`src/rtl/clr_28bit_pkg.sv`:
```
// Shared widths and types for the 28-bit circular-left-rotate unit.
package clr_pkg;
    localparam int CLR_W  = 28;
    localparam int CLR_SW = 4;

    typedef logic [CLR_W-1:0]  clr_data_t;
    typedef logic [CLR_SW-1:0] clr_amt_t;
endpackage

```
`src/rtl/clr_28bit_if.sv`:
```
// Request/result bundle for the registered rotator.
interface clr_28bit_if;
    import clr_pkg::*;

    logic      in_vld;
    clr_data_t x;
    clr_amt_t  y;
    clr_data_t r;
    logic      out_vld;

    modport master (output in_vld, output x, output y, input r, input out_vld);
    modport slave  (input in_vld, input x, input y, output r, output out_vld);
endinterface

```
`src/rtl/clr_28bit_core.sv`:
```
// Combinational log-structured left rotator: stage gi rotates by 2**gi when y[gi] is set.
module clr_28bit_core
    import clr_pkg::*;
(
    input  clr_data_t x,
    input  clr_amt_t  y,
    output clr_data_t r
);
    clr_data_t stg [0:CLR_SW];

    assign stg[0] = x;

    generate
        for (genvar gi = 0; gi < CLR_SW; gi++) begin : g_stage
            localparam int SH = 1 << gi;
            assign stg[gi+1] = y[gi] ? {stg[gi][CLR_W-1-SH:0], stg[gi][CLR_W-1:CLR_W-SH]}
                                     : stg[gi];
        end
    endgenerate

    assign r = stg[CLR_SW];
endmodule

```
`src/rtl/clr_28bit.sv`:
```
// Registered 28-bit rotate: one-cycle latency, r holds its value when no valid input arrives.
module clr_28bit
    import clr_pkg::*;
(
    input  logic        clk,
    input  logic        rst,
    clr_28bit_if.slave  bus
);
    clr_data_t rot;
    clr_data_t r_q, r_d;
    logic      out_vld_q, out_vld_d;

    clr_28bit_core u_core (
        .x (bus.x),
        .y (bus.y),
        .r (rot)
    );

    always_comb begin
        r_d       = r_q;
        out_vld_d = 1'b0;
        if (bus.in_vld) begin
            r_d       = rot;
            out_vld_d = 1'b1;
        end
    end

    always_ff @(posedge clk or posedge rst) begin
        if (rst) begin
            r_q       <= '0;
            out_vld_q <= 1'b0;
        end else begin
            r_q       <= r_d;
            out_vld_q <= out_vld_d;
        end
    end

    assign bus.r       = r_q;
    assign bus.out_vld = out_vld_q;
endmodule

```
`src/flat_wrapper.sv`:
```
// flat-port wrapper written by rule: the top's interface ports become plain ports
module clr_28bit_flat import clr_pkg::*;
  (clk, rst, bus_in_vld, bus_x, bus_y, bus_r, bus_out_vld);
  clr_28bit_if bus_i ();
  input  logic clk;
  input  logic rst;
  input wire logic [$bits(bus_i.in_vld)-1:0] bus_in_vld;
  input wire logic [$bits(bus_i.x)-1:0] bus_x;
  input wire logic [$bits(bus_i.y)-1:0] bus_y;
  output wire logic [$bits(bus_i.r)-1:0] bus_r;
  output wire logic [$bits(bus_i.out_vld)-1:0] bus_out_vld;
  assign bus_i.in_vld = bus_in_vld;
  assign bus_i.x = bus_x;
  assign bus_i.y = bus_y;
  assign bus_r = bus_i.r;
  assign bus_out_vld = bus_i.out_vld;
  clr_28bit u_core (.clk(clk), .rst(rst), .bus(bus_i));
endmodule
```
`config.mk`:
```
export PLATFORM = sky130hd
export DESIGN_NAME = clr_28bit_flat
export DESIGN_NICKNAME = d
export VERILOG_FILES = /design/src/rtl/clr_28bit_pkg.sv /design/src/rtl/clr_28bit_if.sv /design/src/rtl/clr_28bit_core.sv /design/src/rtl/clr_28bit.sv /design/src/flat_wrapper.sv
export SDC_FILE = /design/constraint.sdc
export NUM_CORES = 1
export LEC_CHECK = 0
export CELL_PAD_IN_SITES_DETAIL_PLACEMENT = 1
export CELL_PAD_IN_SITES_GLOBAL_PLACEMENT = 2
export CORE_ASPECT_RATIO = 0.7
export CORE_UTILIZATION = 34
export DETAILED_ROUTE_END_ITERATION = 8
export PLACE_DENSITY = 0.82
export SETUP_SLACK_MARGIN = 0.5
export SKIP_CTS_REPAIR_TIMING = 1
export SYNTH_ARGS = -nofsm -noshare
export SYNTH_HDL_FRONTEND = slang
export SYNTH_SLANG_ARGS = --single-unit
```
`constraint.sdc`:
```
create_clock -name clk -period 1 [get_ports clk]
set_input_delay 0.1 -clock clk [delete_from_list [all_inputs] [get_ports clk]]
set_output_delay 0.1 -clock clk [all_outputs]
set_load 0.01 [all_outputs]
```
== Word-level counts from Yosys, hierarchy flattened ==
Cells that the tools add are included.
Operators by class
  muxes and demuxes: 5
Operators by type and width (count)
  2-to-1 mux 28 bit: 4
  2-to-1 mux 1 bit: 1
Word-level totals
  register bits after elaboration: 29
  input bits: 35
  output and inout port bits: 29
  logic and storage cells: 7

== Longest topological paths before layout ==
Gate-level depths: netlist of run 1.
  depth in word-level cells: 4
  depth in mapped cells: 5
  mapped depth without buffers: 3

== Hierarchy ==
A second synthesis of run 1 with hierarchy kept.
Unflattened totals
  cell total of the unflattened synthesis: 129
  area, all modules: 2581.2 µm²
By module, submodules not included
  clr_28bit_core: instances 1, cells each 68, area each 1410.1 µm², seq. area each 0.0 µm²
  clr_28bit: instances 1, cells each 61, area each 1171.1 µm², seq. area each 725.7 µm²

== Least setup slack after synthesis of run 1 ==
Ideal clock, no wire load.
  path type: input to register
  start point: input port bus_y[1]
  end point: register u_core.r_q[11], in the netlist u_core.bus.r[11]
  library setup time: 0.142 ns
  arrival time: 1.187 ns
  required time: 0.858 ns
  setup slack: -0.329 ns
  stages: 5
  buffers on the path: 2
  cells stage by stage: buf_6 -> buf_12 -> mux4_2 -> mux2i_1 -> o221ai_1
On the way
  cells in the longest elaborated chain, start to end: 3
RTL lines
  start, declared: line flat_wrapper.sv:9  | input wire logic [$bits(bus_i.y)-1:0] bus_y;
  2-to-1 mux 28 bit (3 in series): line clr_28bit_core.sv:16  | assign stg[gi+1] = y[gi] ? {stg[gi][CLR_W-1-SH:0], stg[gi][CLR_W-1:CLR_W-SH]}
  end signal, assigned: line clr_28bit.sv:33  | r_q <= r_d;
  end, declared: line clr_28bit.sv:10  | clr_data_t r_q, r_d;
No other way between the ends.
A chain may end at the register's enable or synchronous reset.

== Final worst setup path of run 1 ==
  start point: input port bus_y[2]
  end point: register u_core.r_q[5], in the netlist u_core.bus.r[5]
On the way
  cells in the longest elaborated chain, start to end: 2
RTL lines (line)
  2-to-1 mux 28 bit (2 in series): clr_28bit_core.sv:16
No other way between the ends.

==> out/summary.txt, run 1 <==
most frequent cells in the layout: 40 x buf_4, 30 x dlymetal6s2s_1, 29 x nand2b_1, 29 x dfrtp_1, 28 x mux4_2
register area share after synthesis: 0.328
CTS Sinks: 29
Distinct cells, synth: 13
Die Span Y: 69.5 um
Net count, final: 302
Worst-Skew Late Latency: 0.29 ns
slowest CP cell: mux4_2
CTS Buffer Depth: 2
1st-pass router iterations: 7
worst min path class: in -> reg
largest net degree at the start of global routing: 29
Simple-Gate Fraction of Synth Area: 0.0837
failing checks: setup timing
worst setup path class: in -> reg
Worst setup SP type: input port
Seq cells post-synth: 29
reg2reg setup slack: 0.08 ns
H-tree depth: 2
mux contribution to synthesized area: 0.425
via count: 2198
synthesized area: 2210 um2
fill count: 614
Power Density: 1330 nW/um2
period utilization: 1.26
Max transition margin: 0.795
status: finished, violations left
first-pass GRT wire length: 12400 um
CP required: 1.15 ns
First DRT Iteration DRCs: 143
leak pwr: 1.72 nW
# rows: 24
dpl cell area: 3060 um2
Post-Syn Instances: 161
fmax: 795 MHz
initial antenna violation count: 0
XOR/XNOR Fraction of Synth Area: 0
drt wl/cell: 28.5 um
DP HPWL: 5890 um
# setup viols final: 28
# diodes: 0
final hold vios: 0
P&R area growth vs syn: 64.7%
Max-Cap Viols: 0
clock skew: 0 ns
Mapped Nets: 196
Worst-Margin Slew: 0.302 ns
Max IR drop VDD: 606 uV
Core ar.: 6250 um2
Tmin final: 1.26 ns
TritonCTS Buffers: 5
clock root cell: clkbuf_8
Synth Area in Compound Gates: 0.111
die area: 6840 um2
ratio of cells with drive above 1 in the final layout: 0.556
die width: 98.4 um
post-route insts no fill: 346
Critical Path End Type: flip-flop
DRC viols: 0
GP Congestion: 0.789
vias in the first global route: 2077
r2r startpoint: u_core.bus.r[7]
CTS tree: built
grt total ovfl: 0
Tot Pwr: 4.84 mW
Post-Place Cells: 307
worst path arrival time: 1.41 ns
Antenna Nets Post-Route: 0
Tot GR Track Use: 0.240
Worst R2R Path Depth: 3
WL final: 9850 um
r2r endpoint: u_core.bus.r[7]
post-route cell area: 3640 um2
Critical Path End: u_core.bus.r[5]
Crit path largest cell delay: 0.56 ns
CTS clk-pin slew, worst paths: 0.07 ns
largest family of logic cells by synthesized area: multiplexers
crit path max fanout: 7
Vias/cell: 6.35
CP cell instances: clkbuf_2 -> buf_8 -> mux4_2 -> mux2i_1 -> buf_4 -> o221ai_1
unrepaired setup endpoints after global routing: true
Setup TNS: -5.20 ns
IO Count: 64
Yosys warning total: 0
final slew viol count: 0
final worst slack: -0.258 ns
commonest non-fill, non-tap cell in the layout: buf_4
port bufs: 63
Crit. Startpoint: bus_y[2]
initial core utilization: 0.354
Post-Synth Adder-Cell Area: 0
Mapped Avg Cell Area: 13.7 um2
==> worst min-delay path by stage <==
stage                         end        from  cells past startpoint  slack (ns)
2_1_floorplan  u_core.bus.out_vld         rst                      1        0.01
3_3_place_gp     u_core.bus.r[27]         rst                      2        0.39
3_5_place_dp     u_core.bus.r[26]         rst                      2        0.40
4_1_cts          u_core.bus.r[26]         rst                      2        0.09
5_1_grt        u_core.bus.out_vld  bus_in_vld                      2        0.18
6_report       u_core.bus.out_vld  bus_in_vld                      2        0.19
==> sequential cells by signal, summed over array words and instances, names as in the netlist <==
name	count
u_core.bus.r	28
u_core.bus.out_vld	1
==> layer usage <==
layer  part of all wire  track usage  vias up
met5                  0            0        -
li1                   -            -      884
met2               0.50        0.383      137
met3              0.068       0.0433       25
met4              0.025       0.0547        0
met1               0.41        0.343     1152
==> critical path, delay by kind of cell <==
family | cells | cell delay [ns]
buffers and inverters | 3 | 0.43
muxes | 2 | 0.77
AOI/OAI and AO/OA | 1 | 0.11
==> stage by stage <==
| stage | setup WS, ns | hold WS [ns] | util |
|---|---|---|---|
| 2_1_floorplan | -0.287 | 0.00955 | - |
| 3_3_place_gp | -1.08 | 0.386 | 0.490 |
| 3_5_place_dp | -1.13 | 0.396 | 0.490 |
| 4_1_cts | -0.827 | 0.0899 | 0.509 |
| 5_1_grt | -0.297 | 0.183 | 0.583 |
| 6_report | -0.258 | 0.188 | 0.583 |
==> cells in the mapped netlist <==
master / n / area share
o221ai_1: 28 / 0.11
inv_1: 1 / 0.0017
buf_6: 1 / 0.0051
mux2i_1: 28 / 0.13
mux4_1: 8 / 0.095
nand2_1: 1 / 0.0017
buf_12: 2 / 0.018
buf_1: 1 / 0.0017
buf_2: 6 / 0.014
mux4_2: 20 / 0.20
dfrtp_1: 29 / 0.33
nand2b_1: 29 / 0.082
clkbuf_1: 7 / 0.012
==> power breakdown <==
group	switching (mW)	internal, mW
combinational	0.981	1.06
sequential	0.118	1.35
clock	0.520	0.810
==> cell type report <==
cell class	count	area (um2)	share of cell area
clock buffers	6	82.6	0.0227
clock inverters	2	37.5	0.0103
inverters	1	7.51	0.00206
multi-input cells	114	1570	0.431
flip-flops and latches	29	726	0.199
well taps	78	97.6	0.0268
repair buffers	116	1120	0.308
==> cell families after synthesis <==
| family | after synthesis |
|---|---|
| flip-flops | 29 |
| AO/OA/AOI/OAI | 28 |
| multiplexers | 56 |
| AND/OR/NAND/NOR | 30 |
| buffers and inverters | 18 |
No activity file was read; power rests on OpenSTA's default activity.
==> run 2, diff against run 1 <==
--- a/config.mk
+++ b/config.mk
@@ -8,6 +8,7 @@
 export CELL_PAD_IN_SITES_DETAIL_PLACEMENT = 1
 export CELL_PAD_IN_SITES_GLOBAL_PLACEMENT = 2
 export CORE_ASPECT_RATIO = 0.7
+export CORE_MARGIN = 1
 export CORE_UTILIZATION = 34
 export DETAILED_ROUTE_END_ITERATION = 8
 export PLACE_DENSITY = 0.82
==> results of run 2 <==
Final layout, timing and power as in run 1 (identical DEF).
==> run 3, diff against run 2 <==
--- a/config.mk
+++ b/config.mk
@@ -8,10 +8,12 @@
 export CELL_PAD_IN_SITES_DETAIL_PLACEMENT = 1
 export CELL_PAD_IN_SITES_GLOBAL_PLACEMENT = 2
 export CORE_ASPECT_RATIO = 0.7
-export CORE_MARGIN = 1
+export CORE_MARGIN = 2
 export CORE_UTILIZATION = 34
 export DETAILED_ROUTE_END_ITERATION = 8
+export GPL_TIMING_DRIVEN = 0
 export PLACE_DENSITY = 0.82
+export REMOVE_ABC_BUFFERS = 1
 export SETUP_SLACK_MARGIN = 0.5
 export SKIP_CTS_REPAIR_TIMING = 1
 export SYNTH_ARGS = -nofsm -noshare
==> out/summary.txt, run 3 (synthesis gave the netlist of run 1 again) <==
status: finished, violations left (unchanged)
failing checks: setup timing (unchanged)
CTS tree: built (unchanged)
Net count, final: 276 (was 302)
Crit. Startpoint: bus_y[1] (was bus_y[2])
Worst-Margin Slew: 0.575 ns (was 0.302 ns)
Vias/cell: 6.17 (was 6.35)
worst setup path class: in -> reg (unchanged)
r2r startpoint: u_core.bus.r[3] (was u_core.bus.r[7])
grt total ovfl: 0 (unchanged)
largest net degree at the start of global routing: 32 (was 29)
most frequent cells in the layout: 29 x dfrtp_1, 28 x mux4_2, 28 x nand2b_1, 28 x clkbuf_2, 26 x buf_2 (was 40 x buf_4, 30 x dlymetal6s2s_1, 29 x nand2b_1, 29 x dfrtp_1, 28 x mux4_2)
worst path arrival time: 1.25 ns (was 1.41 ns)
# diodes: 0 (unchanged)
TritonCTS Buffers: 5 (unchanged)
1st-pass router iterations: 4 (was 7)
Crit. path cell count: 4 (was 6)
P&R area growth vs syn: 50.7% (was 64.7%)
Core ar.: 6250 um2 (unchanged)
buffers plus inverters on the worst setup path: 1 (was 3)
Power Density: 1330 nW/um2 (about the same)
Tot GR Track Use: 0.190 (was 0.240)
port bufs: 63 (unchanged)
CP cell instances: clkbuf_16 -> mux4_2 -> mux2i_2 -> o221ai_1 (was clkbuf_2 -> buf_8 -> mux4_2 -> mux2i_1 -> buf_4 -> o221ai_1)
Worst R2R Path Depth: 3 (unchanged)
first-pass GRT wire length: 10400 um (was 12400 um)
fmax: 903 MHz (was 795 MHz)
Crit path largest cell delay: 0.58 ns (was 0.56 ns)
clock skew: 0 ns (unchanged)
Worst setup SP type: input port (unchanged)
# rows: 24 (unchanged)
CTS Buffer Depth: 2 (unchanged)
worst min path class: in -> reg (unchanged)
Critical Path End Type: flip-flop (unchanged)
Antenna Nets Post-Route: 0 (unchanged)
# setup viols final: 22 (was 28)
Worst-Skew Late Latency: 0.28 ns (was 0.29 ns)
die area: 7180 um2 (was 6840 um2)
max reg flops: 28 (unchanged)
commonest non-fill, non-tap cell in the layout: dfrtp_1 (was buf_4)
DP HPWL: 4990 um (was 5890 um)
leak pwr: 1.32 nW (was 1.72 nW)
clock root cell: clkbuf_8 (unchanged)
CTS Sinks: 29 (unchanged)
GP Congestion: 0.976 (was 0.789)
Die Span Y: 71.5 um (was 69.5 um)
drt wl/cell: 26.3 um (was 28.5 um)
hold slack: 0.260 ns (was 0.188 ns)
initial antenna violation count: 0 (unchanged)
Tmin final: 1.11 ns (was 1.26 ns)
Critical Path End: u_core.bus.r[22] (was u_core.bus.r[5])
die width: 100 um (was 98.4 um)
r2r endpoint: u_core.bus.r[3] (was u_core.bus.r[7])
reg2reg setup slack: 0.12 ns (was 0.08 ns)
IO Count: 64 (unchanged)
First DRT Iteration DRCs: 125 (was 143)
crit path max fanout: 7 (unchanged)
Max transition margin: 0.617 (was 0.795)
CP required: 1.14 ns (was 1.15 ns)
ratio of cells with drive above 1 in the final layout: 0.702 (was 0.556)
DP Worst Slack: -1.63 ns (was -1.13 ns)
slowest CP cell: mux4_2 (unchanged)
vias in the first global route: 1848 (was 2077)
cell family with most CP delay: multiplexers (unchanged)
dpl cell area: 2820 um2 (was 3060 um2)
period utilization: 1.11 (was 1.26)
final worst slack: -0.107 ns (was -0.258 ns)
H-tree depth: 2 (unchanged)
CTS clk-pin slew, worst paths: 0.07 ns (about the same)
post-route cell area: 3330 um2 (was 3640 um2)
initial core utilization: 0.354 (unchanged)
via count: 1975 (was 2198)
WL final: 8420 um (was 9850 um)
final slew viol count: 0 (unchanged)
unrepaired setup endpoints after global routing: true (unchanged)
final hold vios: 0 (unchanged)
DRC viols: 0 (unchanged)
Max-Cap Viols: 0 (unchanged)
Max IR drop VDD: 492 uV (was 606 uV)
[run 3: cell count changes in the layout (fill, tap and decap cells not counted), moves of 5 or more]
cell	change
dlymetal6s2s_1	-29
clkbuf_2	+27
buf_12	-5
mux2i_4	+5
mux2i_1	-11
mux2i_2	+6
buf_4	-23
[run 3: worst reg2reg max path: stages, from the launching register on]
cell,delay (ns)
dfrtp_1,0.39
buf_4,0.14
nand2b_1,0.09
o221ai_1,0.12
[run 3: worst min-delay path by stage]
stage	start	end	slack, ns	cells past startpoint
global placement	u_core.bus.r[1]	u_core.bus.r[1]	0.48	2
detailed placement	u_core.bus.r[22]	u_core.bus.r[22]	0.49	2
CTS	rst	u_core.bus.r[22]	0.45	2
global route	bus_in_vld	u_core.bus.out_vld	0.28	1
floorplan	bus_in_vld	u_core.bus.out_vld	0.13	0
finish	bus_in_vld	u_core.bus.out_vld	0.26	1
[run 3: final cells by class]
cell class              count  area, um2
fillers                   659       2910
multi-input cells         117       1740
flip-flops and latches     29        726
repair buffers             86        654
well taps                  78       97.6
clock buffers               7       96.3
inverters                   1       7.51
repair inverters            1       7.51
clock inverters             1       5.00
[run 3: metal layers]
metal | track usage | part of all wire
met5 | 0 | 0
met3 | 0.0254 | 0.051
met1 | 0.298 | 0.45
met4 | 0.0578 | 0.014
met2 | 0.274 | 0.49
[run 3: power breakdown]
part	leakage [nW]	internal, mW	switching [mW]
sequential	0.355	1.35	0.106
combinational	0.915	0.941	0.944
clock	0.0542	0.622	0.468
total	1.32	2.91	1.52
[run 3: stage by stage]
step	cells	TNS, ns	utilization	total power, mW
final	320	-0.697	0.534	4.43
after global routing	320	-1.38	0.534	4.62
after floorplan	144	-2.02	-	2.11
after CTS	293	-47.90	0.468	4.01
after global placement	285	-63.85	0.453	2.88
after detailed placement	285	-57.13	0.452	2.93
